### config.mk
export PLATFORM = sky130hd
export DESIGN_NAME = rs_pair
export DESIGN_NICKNAME = d
export VERILOG_FILES = /design/src/rtl/rs_pkg.sv /design/src/rtl/rs_entry.sv /design/src/rtl/rs_pair.sv
export SDC_FILE = /design/constraint.sdc
export NUM_CORES = 1
export LEC_CHECK = 0
export ABC_CLOCK_PERIOD_IN_PS = 7220
export BUFFER_PORTS_ARGS = -buffer_cell sky130_fd_sc_hd__clkbuf_2
export CAP_MARGIN = 20
export CORE_AREA = 2 2 130 132
export CTS_CLUSTER_DIAMETER = 50
export DETAILED_ROUTE_END_ITERATION = 6
export DIE_AREA = 0 0 132 134
export GPL_ROUTABILITY_DRIVEN = 0
export PLACE_DENSITY = 0.67
export SYNTH_ARGS = -nofsm -noshare
export SYNTH_HDL_FRONTEND = slang
export SYNTH_SLANG_ARGS = --single-unit
### constraint.sdc
create_clock -name clk -period 7.22 [get_ports clk]
set_clock_uncertainty 0.1 [all_clocks]
set_input_delay 1.444 -clock clk [delete_from_list [all_inputs] [get_ports clk]]
set_output_delay 1.444 -clock clk [all_outputs]
set_load 0.005 [all_outputs]
### src/rtl/rs_pkg.sv
// Shared definitions for the reservation-station pair: station IDs, entry states, instruction layout.
// Latency: n/a (types and constants only).
// Backpressure: n/a.
package rs_pkg;

  // Station IDs, one pair per functional-unit class. Zero is reserved for "operand ready".
  localparam logic [3:0] ADD_0   = 4'b0001;
  localparam logic [3:0] ADD_1   = 4'b0010;
  localparam logic [3:0] MUL_0   = 4'b0011;
  localparam logic [3:0] MUL_1   = 4'b0100;
  localparam logic [3:0] FETCH_0 = 4'b0101;
  localparam logic [3:0] FETCH_1 = 4'b0110;
  localparam logic [3:0] STORE_0 = 4'b0111;
  localparam logic [3:0] STORE_1 = 4'b1000;

  // A source tag of zero means the value travels with the instruction.
  localparam logic [3:0] TAG_RDY = 4'b0000;

  // Instruction is {rs_id, src0_tag, src1_tag}; offsets are in units of one field width.
  localparam int FLD_RS_ID = 2;
  localparam int FLD_SRC0  = 1;
  localparam int FLD_SRC1  = 0;

  typedef enum logic [1:0] {
    FREE  = 2'd0,
    WAIT  = 2'd1,
    READY = 2'd2,
    EXEC  = 2'd3
  } rs_state_e;

endpackage

### src/rtl/rs_entry.sv
// One reservation station: holds an op's source tags/values, snoops the CDB, and pulses done when freed.
// Latency: loaded at the dispatch edge; READY visible the next cycle; done one cycle after the completing CDB edge.
// Backpressure: stays READY until issue is asserted; never drops a loaded op.
module rs_entry
  import rs_pkg::*;
#(
  parameter int                 TAG_LEN  = 4,
  parameter int                 DATA_WID = 16,
  parameter logic [TAG_LEN-1:0] RS_ID    = TAG_LEN'(ADD_0)
) (
  input  logic                clk,
  input  logic                rst,
  input  logic                load,
  input  logic [TAG_LEN-1:0]  ld_tag0,
  input  logic [TAG_LEN-1:0]  ld_tag1,
  input  logic [DATA_WID-1:0] ld_val0,
  input  logic [DATA_WID-1:0] ld_val1,
  input  logic                cdb_valid,
  input  logic [TAG_LEN-1:0]  cdb_tag,
  input  logic [DATA_WID-1:0] cdb_data,
  input  logic                issue,
  output rs_state_e           state,
  output logic [DATA_WID-1:0] op_a,
  output logic [DATA_WID-1:0] op_b,
  output logic                done
);

  localparam logic [TAG_LEN-1:0] TAG_NONE = TAG_LEN'(TAG_RDY);

  rs_state_e                     state_q, state_d;
  logic [1:0][TAG_LEN-1:0]       tag_q, tag_d;
  logic [1:0][DATA_WID-1:0]      val_q, val_d;
  logic                          done_q, done_d;
  logic [1:0][TAG_LEN-1:0]       ld_tag;
  logic [1:0][DATA_WID-1:0]      ld_val;

  assign ld_tag = {ld_tag1, ld_tag0};
  assign ld_val = {ld_val1, ld_val0};

  // Next-state: load with same-cycle CDB bypass, CDB capture while waiting, issue, completion.
  always_comb begin
    state_d = state_q;
    tag_d   = tag_q;
    val_d   = val_q;
    done_d  = 1'b0;
    unique case (state_q)
      FREE: begin
        if (load) begin
          for (int i = 0; i < 2; i++) begin
            if (ld_tag[i] == TAG_NONE) begin
              tag_d[i] = TAG_NONE;
              val_d[i] = ld_val[i];
            end else if (cdb_valid && (cdb_tag == ld_tag[i])) begin
              tag_d[i] = TAG_NONE;
              val_d[i] = cdb_data;
            end else begin
              tag_d[i] = ld_tag[i];
              val_d[i] = '0;
            end
          end
          state_d = ((tag_d[0] == TAG_NONE) && (tag_d[1] == TAG_NONE)) ? READY : WAIT;
        end
      end
      WAIT: begin
        for (int i = 0; i < 2; i++) begin
          if ((tag_q[i] != TAG_NONE) && cdb_valid && (cdb_tag == tag_q[i])) begin
            tag_d[i] = TAG_NONE;
            val_d[i] = cdb_data;
          end
        end
        if ((tag_d[0] == TAG_NONE) && (tag_d[1] == TAG_NONE)) begin
          state_d = READY;
        end
      end
      READY: begin
        if (issue) begin
          state_d = EXEC;
        end
      end
      EXEC: begin
        // Our own ID on the CDB is the FU's result for this station.
        if (cdb_valid && (cdb_tag == RS_ID)) begin
          state_d = FREE;
          done_d  = 1'b1;
        end
      end
      default: state_d = FREE;
    endcase
  end

  // Station registers; reset clears everything so stale CDB tags cannot complete anything.
  always_ff @(posedge clk or posedge rst) begin
    if (rst) begin
      state_q <= FREE;
      tag_q   <= '0;
      val_q   <= '0;
      done_q  <= 1'b0;
    end else begin
      state_q <= state_d;
      tag_q   <= tag_d;
      val_q   <= val_d;
      done_q  <= done_d;
    end
  end

  assign state = state_q;
  assign op_a  = val_q[0];
  assign op_b  = val_q[1];
  assign done  = done_q;

endmodule

### src/rtl/rs_pair.sv
// Reservation-station pair for one FU class: steers dual dispatch into two stations, arbitrates issue (entry 0 first).
// Latency: earliest fu_req the cycle after dispatch; done pulses the cycle after the completing CDB broadcast.
// Backpressure: fu_req and operands hold while fu_ready is low; dispatch to a busy station is dropped.
// Optional: RS_PAIR_ERR_CHECK_EN adds err_sticky, flagging dropped/colliding dispatches until reset.
module rs_pair
  import rs_pkg::*;
#(
  parameter int                 INS_PART_WID = 4,
  parameter int                 TAG_LEN      = 4,
  parameter int                 DATA_WID     = 16,
  parameter logic [TAG_LEN-1:0] RS_ID0       = TAG_LEN'(ADD_0),
  parameter logic [TAG_LEN-1:0] RS_ID1       = TAG_LEN'(ADD_1)
) (
  input  logic                      clk,
  input  logic                      rst,
  input  logic [3*INS_PART_WID-1:0] instruction1,
  input  logic                      instruction1_valid,
  input  logic [DATA_WID-1:0]       inst1_val0,
  input  logic [DATA_WID-1:0]       inst1_val1,
  input  logic [3*INS_PART_WID-1:0] instruction2,
  input  logic                      instruction2_valid,
  input  logic [DATA_WID-1:0]       inst2_val0,
  input  logic [DATA_WID-1:0]       inst2_val1,
  input  logic                      cdb_valid,
  input  logic [TAG_LEN-1:0]        cdb_tag,
  input  logic [DATA_WID-1:0]       cdb_data,
  output logic                      fu_req,
  input  logic                      fu_ready,
  output logic [TAG_LEN-1:0]        fu_tag,
  output logic [DATA_WID-1:0]       fu_op_a,
  output logic [DATA_WID-1:0]       fu_op_b,
  output logic [1:0]                done,
  output logic [1:0]                rs_busy
`ifdef RS_PAIR_ERR_CHECK_EN
  ,
  output logic                      err_sticky
`endif
);

  logic [INS_PART_WID-1:0] b1_id, b1_s0, b1_s1, b2_id, b2_s0, b2_s1;
  logic [1:0]              hit1, hit2, load, issue, free;
  logic [1:0][TAG_LEN-1:0]  ld_tag0, ld_tag1;
  logic [1:0][DATA_WID-1:0] ld_val0, ld_val1, op_a, op_b;
  rs_state_e               st0, st1;

  assign b1_id = instruction1[FLD_RS_ID*INS_PART_WID +: INS_PART_WID];
  assign b1_s0 = instruction1[FLD_SRC0*INS_PART_WID  +: INS_PART_WID];
  assign b1_s1 = instruction1[FLD_SRC1*INS_PART_WID  +: INS_PART_WID];
  assign b2_id = instruction2[FLD_RS_ID*INS_PART_WID +: INS_PART_WID];
  assign b2_s0 = instruction2[FLD_SRC0*INS_PART_WID  +: INS_PART_WID];
  assign b2_s1 = instruction2[FLD_SRC1*INS_PART_WID  +: INS_PART_WID];

  assign free = {st1 == FREE, st0 == FREE};

  // Dispatch steering: a station loads from bus 1 if addressed there, otherwise from bus 2, only when FREE.
  always_comb begin
    hit1    = '0;
    hit2    = '0;
    load    = '0;
    ld_tag0 = '0;
    ld_tag1 = '0;
    ld_val0 = '0;
    ld_val1 = '0;
    hit1[0] = instruction1_valid && (b1_id == RS_ID0);
    hit1[1] = instruction1_valid && (b1_id == RS_ID1);
    hit2[0] = instruction2_valid && (b2_id == RS_ID0);
    hit2[1] = instruction2_valid && (b2_id == RS_ID1);
    for (int k = 0; k < 2; k++) begin
      load[k] = free[k] && (hit1[k] || hit2[k]);
      if (hit1[k]) begin
        ld_tag0[k] = b1_s0;
        ld_tag1[k] = b1_s1;
        ld_val0[k] = inst1_val0;
        ld_val1[k] = inst1_val1;
      end else begin
        ld_tag0[k] = b2_s0;
        ld_tag1[k] = b2_s1;
        ld_val0[k] = inst2_val0;
        ld_val1[k] = inst2_val1;
      end
    end
  end

  // Issue arbitration: entry 0 wins; FU outputs come straight from station registers.
  always_comb begin
    issue   = '0;
    fu_req  = 1'b0;
    fu_tag  = '0;
    fu_op_a = '0;
    fu_op_b = '0;
    if (st0 == READY) begin
      fu_req   = 1'b1;
      fu_tag   = RS_ID0;
      fu_op_a  = op_a[0];
      fu_op_b  = op_b[0];
      issue[0] = fu_ready;
    end else if (st1 == READY) begin
      fu_req   = 1'b1;
      fu_tag   = RS_ID1;
      fu_op_a  = op_a[1];
      fu_op_b  = op_b[1];
      issue[1] = fu_ready;
    end
  end

  rs_entry #(
    .TAG_LEN (TAG_LEN),
    .DATA_WID(DATA_WID),
    .RS_ID   (RS_ID0)
  ) u_entry0 (
    .clk      (clk),
    .rst      (rst),
    .load     (load[0]),
    .ld_tag0  (ld_tag0[0]),
    .ld_tag1  (ld_tag1[0]),
    .ld_val0  (ld_val0[0]),
    .ld_val1  (ld_val1[0]),
    .cdb_valid(cdb_valid),
    .cdb_tag  (cdb_tag),
    .cdb_data (cdb_data),
    .issue    (issue[0]),
    .state    (st0),
    .op_a     (op_a[0]),
    .op_b     (op_b[0]),
    .done     (done[0])
  );

  rs_entry #(
    .TAG_LEN (TAG_LEN),
    .DATA_WID(DATA_WID),
    .RS_ID   (RS_ID1)
  ) u_entry1 (
    .clk      (clk),
    .rst      (rst),
    .load     (load[1]),
    .ld_tag0  (ld_tag0[1]),
    .ld_tag1  (ld_tag1[1]),
    .ld_val0  (ld_val0[1]),
    .ld_val1  (ld_val1[1]),
    .cdb_valid(cdb_valid),
    .cdb_tag  (cdb_tag),
    .cdb_data (cdb_data),
    .issue    (issue[1]),
    .state    (st1),
    .op_a     (op_a[1]),
    .op_b     (op_b[1]),
    .done     (done[1])
  );

  assign rs_busy = ~free;

`ifdef RS_PAIR_ERR_CHECK_EN
  logic err_q, err_d;

  // Sticky flag: dispatch into a busy station, or both buses colliding on one station.
  always_comb begin
    err_d = err_q;
    for (int k = 0; k < 2; k++) begin
      if (((hit1[k] || hit2[k]) && !free[k]) || (hit1[k] && hit2[k])) begin
        err_d = 1'b1;
      end
    end
  end

  // Error flag register, cleared only by reset.
  always_ff @(posedge clk or posedge rst) begin
    if (rst) begin
      err_q <= 1'b0;
    end else begin
      err_q <= err_d;
    end
  end

  assign err_sticky = err_q;
`endif

endmodule

# After elaboration in Yosys (flattened, before gate mapping)
# Index checks and enable logic that the tools add are counted.
[totals]
ff_bits = 86
latchBits = 0
mem_bits_rw = 0
romBits = 0
input_bits = 114
mem_count = 0
[op_classes]
add_sub_neg = 0
n_mul = 0
n_div = 0
magnitude_cmp = 0
eq_ne = 32
shift = 0
n_mux = 79
n_bitwise = 1
reduce_logical = 54
[ops]
columns = ["operator", "n"]
rows = [
  ["16-bit two-way mux", 20],
  ["32-bit case mux with 2 select lines", 2],
  ["4-bit two-way mux", 28],
  ["32-bit two-way mux", 2],
  ["4-bit logical NOT", 12],
  ["4-bit equality test", 8],
  ["8-bit case mux with 2 select lines", 2],
  ["1-bit logical AND", 24],
  ["2-bit two-way mux", 12],
  ["2-bit by 1-bit != test with 1-bit output (second input constant)", 12],
  ["8-bit two-way mux", 2],
  ["2-bit case mux with 4 select lines", 2],
  ["4-bit nonzero test", 4],
  ["4-bit by 1-bit equality test with 1-bit output (second input constant)", 3],
  ["4-bit by 2-bit equality test with 1-bit output (second input constant)", 3],
  ["3-bit AND reduction", 4],
  ["1-bit two-way mux", 9],
  ["2-bit equality test (second input constant)", 4],
  ["4-bit AND reduction", 2],
  ["2-bit by 1-bit equality test with 1-bit output (second input constant)", 2],
  ["2-bit logical NOT", 2],
  ["2-bit AND reduction", 2],
  ["2-bit nonzero test", 2],
  ["1-bit logical OR", 2],
  ["2-bit inverter", 1],
]

# Depth between registers and ports, before layout
[logic_depth]
depth_word = 14
mapped_depth = 9
depth_no_buf = 7

# By module
# From an unflattened synthesis, not the netlist that was laid out.
[hier_totals]
cells_unflattened = 598
area_unflattened_um2 = 6397.4
[modules_own_cells]
columns = ["module", "instances", "cells_each", "area_each_um2", "seq_area_each_um2"]
rows = [
  ["rs_entry at u_entry0", 1, 211, 2518.7, 1076.0],
  ["rs_entry at u_entry1", 1, 241, 2434.8, 1076.0],
  ["rs_pair", 1, 146, 1443.9, 0.0],
]

# Worst setup path before layout
# No wires, ideal clock.
[synth_timing]
path_kind = "in2reg"
from = "input port instruction1[11]"
to = "register u_entry1.val_q (netlist bit u_entry1.op_b[0])"
setup_time_ps = 87
arrival_time_ps = 3469
required_time_ps = 7033
setup_slack_ps = 3564
cell_stages = 7
path_buffers = 1
path_cell_list = "or3b_4 > nor2_8 > mux4_2 > o41ai_4 > buf_2 > nand3_1 > o211ai_1"
[synth_between]
elab_chain_len = 9
[synth_lines]
columns = ["element", "line_no", "source"]
rows = [
  ["from (decl)", "rs_pair.sv:16", "input logic [3*INS_PART_WID-1:0] instruction1,"],
  ["4-bit by 2-bit equality test with 1-bit output (*)", "rs_pair.sv:65", "hit1[1] = instruction1_valid && (b1_id == RS_ID1);"],
  ["1-bit logical AND (*)", "rs_pair.sv:65", ""],
  ["4-bit two-way mux", "rs_pair.sv:70", "if (hit1[k]) begin"],
  ["4-bit equality test", "rs_entry.sv:53", "end else if (cdb_valid && (cdb_tag == ld_tag[i])) begin"],
  ["1-bit logical AND", "rs_entry.sv:53", ""],
  ["16-bit two-way mux", "rs_entry.sv:53", ""],
  ["16-bit two-way mux", "rs_entry.sv:50", "if (ld_tag[i] == TAG_NONE) begin"],
  ["32-bit two-way mux", "rs_entry.sv:48", "if (load) begin"],
  ["32-bit case mux with 2 select lines", "rs_entry.sv:46", "unique case (state_q)"],
  ["to (signal assigned)", "rs_entry.sv:101", "val_q <= val_d;"],
  ["to (decl)", "rs_entry.sv:32", "logic [1:0][DATA_WID-1:0] val_q, val_d;"],
]
# Mark *: on every way between the ends. The rest lies on a longest branch, timed or not. The select of a mux whose other input is x is not followed.
# A chain may end at the register's enable or synchronous reset.

# Final worst setup path
[layout_timing]
from = "input port instruction1[11]"
to = "register u_entry1.val_q (netlist bit u_entry1.op_b[8])"
# The elaborated chain is that of the path after synthesis.

==> run summary <==
Yosys synthesis warning count: 0
# Post-CTS Setup Buffers: 0
Leakage: 3.546 nW
Worst-margin pin slew: 1.048 ns
Hold/Removal Path Class: reg2reg
Kind of end point of the critical path: register
Reg2reg setup slack: 4.45 ns
Die W: 132 µm
Max Buffers Root-to-Sink: 2
Layout cells sized above 1: 0.2075
Worst-path clk slew: 0.07 ns
Fin crit period: 4.268 ns
Highest ir drop seen on vdd: 0.0001709 V
Most common cell after layout, fill and taps aside: nand2_1
Drt pass-1 iters: 5
FF+latch count, synth: 86
Vias in the first global route: 6,465
Drt via density: 5.692
Num ports: 155
Layout area overhead: 18.91%
Final setup fails: 0
Placed Area: 0.007261 mm²
Routed met3 length: 1184 µm
CTS root buf: clkbuf_16
Detailed-route wire length: 21,970 µm
R2r worst-path depth: 8
Met2 Routed Length: 10,500 µm
Count of flip-flops with a built-in enable after synthesis: 0
Buffers on Ports: 152
End of the worst hold path: u_entry1.op_b[11]
Residual DRC: 0
Worst R2R Start: u_entry0.state[1]
Ant diodes: 0
Hold Violations, Final: 0
TritonCTS clock tree: yes
Starting density of the core: 0.3929
Max-Slew Margin vs Limit: 0.2988
WP data required: 7.37 ns
Most frequent cells in the layout: nand2_1 (226), clkbuf_2 (152), dfrtp_1 (86), o21ai_0 (77), a21oi_1 (74)
Initial antenna violation count: 0
Clk_lat worst skew: 0.34 ns
Async SR Flop Fraction: 1.000
Core area: 0.01629 mm²
Slew Limit Fails: 0
Tot GR Track Use: 0.2450
Die area: 0.01769 mm²
Die Y: 134 µm
Htree depth: 3
Num CTS Buffers: 9
FF-to-FF End: u_entry0.op_a[14]
Power Dens Cells: 343.7 mW/mm²
Num rows: 47
Critical path class: in2reg
Avg Cell Area, Syn: 7.399 µm²
Worst setup SP type: primary input
Gate Count Post-Synth: 865
Setup TNS: 0 ns
First-pass GRT wire length: 34,370 µm
Count of different cell masters after synthesis: 57
DR WL/cell: 18.26 µm
Max cap viols: 0
Remaining Overflow, GRT: 0
Seq/Total Area, Yosys: 0.3363
Sinks on Clock Net: 86
CTS Hold Buffers Added: 0
Final Worst Setup Slack: 2.952 ns
Tcrit/Tclk final: 0.5911
Post-Syn Area: 0.006400 mm²
Final instance area: 0.007610 mm²
DR top layer: met4
Worst Path Max Fanout: 28
WL met1: 9744 µm
Hold path depth: 2
Resize count post-CTS: 0
Main flop type after synthesis: dfrtp_1
HPWL after detailed placement: 15,300 µm
Place WS: 2.585 ns
Largest net degree at the start of global routing: 83
Routed vias: 6,848
HP Start: u_entry1.op_b[11]
Iter 0 DRT Violations: 619
Fmax: 234.3 MHz
Status: finished, final reports clean
ANT nets after route: 0
Worst path arrival time: 4.42 ns
# nets final: 1,100
RSZ-0062 raised after global routing: false
worst max-delay path by stage:
stage / from / endpoint / cells past startpoint
3_3_place_gp: instruction1[11] / u_entry1.op_b[5] / 7
3_5_place_dp: instruction1[11] / u_entry1.op_b[8] / 7
2_1_floorplan: rst / u_entry0.done / 1
5_1_grt: instruction1[11] / u_entry1.op_b[13] / 7
6_report: instruction1[11] / u_entry1.op_b[8] / 7
4_1_cts: instruction1[11] / u_entry1.op_b[8] / 7
per-layer routing:
| layer | vias to the layer above | track usage |
|---|---|---|
| li1 | 3258 | - |
| met1 | 3286 | 0.3214 |
| met2 | 267 | 0.4097 |
| met3 | 37 | 0.03515 |
| met4 | 0 | 0.09662 |
| met5 | - | 0 |
state kept, by name, summed over array words and instances, names as in the netlist:
name and cells:
u_entry0.tag_q 8, u_entry1.state 2, u_entry1.done 1, u_entry1.op_a 16, u_entry0.op_a 16, u_entry0.done 1, u_entry1.tag_q 8, u_entry0.op_b 16
u_entry0.state 2, u_entry1.op_b 16
worst max-delay path, stage by stage:
cell	delay, ns
clkbuf_2	0.09
or3b_4	0.50
nor2_8	0.46
mux4_2	0.60
o41ai_4	0.98
nand3_1	0.18
o211ai_1	0.13
cell type report:
class | instances | area, µm²
multi-input combinational | 697 | 3921
tap | 220 | 275.3
timing repair buffer | 165 | 902.1
clock buffer | 12 | 256.5
sequential | 86 | 2152
inverter | 19 | 72.57
fill | 1683 | 8680
clock inverter | 4 | 30.03
metrics by stage:
stage	utilization	hold slack (ns)	instances	power, mW
final	0.4672	0.4070	1203	2.615
after global routing	0.4672	0.4247	1203	2.826
after CTS	0.4633	0.4125	1200	2.595
after detailed placement	0.4457	0.3973	1184	2.141
after global placement	0.4450	0.3882	1183	2.113
after floorplan	-	0.3767	866	1.699
cells by family after synthesis:
group / share of synthesized area
AND/OR/NAND/NOR: 0.2637
AO/OA/AOI/OAI: 0.2547
flip-flops: 0.3363
buffers and inverters: 0.05454
multiplexers: 0.05259
XOR/XNOR: 0.02190
adder cells (fa/ha/maj): 0.01564
other: 0.0005859
power by group:
group          switching [mW]  internal, mW  total (mW)
Combinational           0.845         0.496        1.34
Sequential              0.125         0.696       0.821
Clock                   0.199         0.254       0.453
Total                    1.17          1.45        2.62
Yosys cell counts (8+ instances only):
cell type    n  area share
nor2_1      59       0.035
buf_2        9      0.0070
ha_1         8       0.016
a21oi_1     75       0.059
mux2i_1     28       0.044
inv_1       19       0.011
a31oi_1     18       0.018
nor3_1      10      0.0078
o22ai_1      9      0.0088
o21ai_0     77       0.060
o211ai_1    23       0.027
clkbuf_1    43       0.025
nand2b_1     9      0.0088
nor2b_1     25       0.024
a221o_1     18       0.028
nand2_1    227        0.13
xor2_1      10       0.014
dfrtp_1     86        0.34
nand3_1     22       0.017
Power figures use the tool's default switching activity.
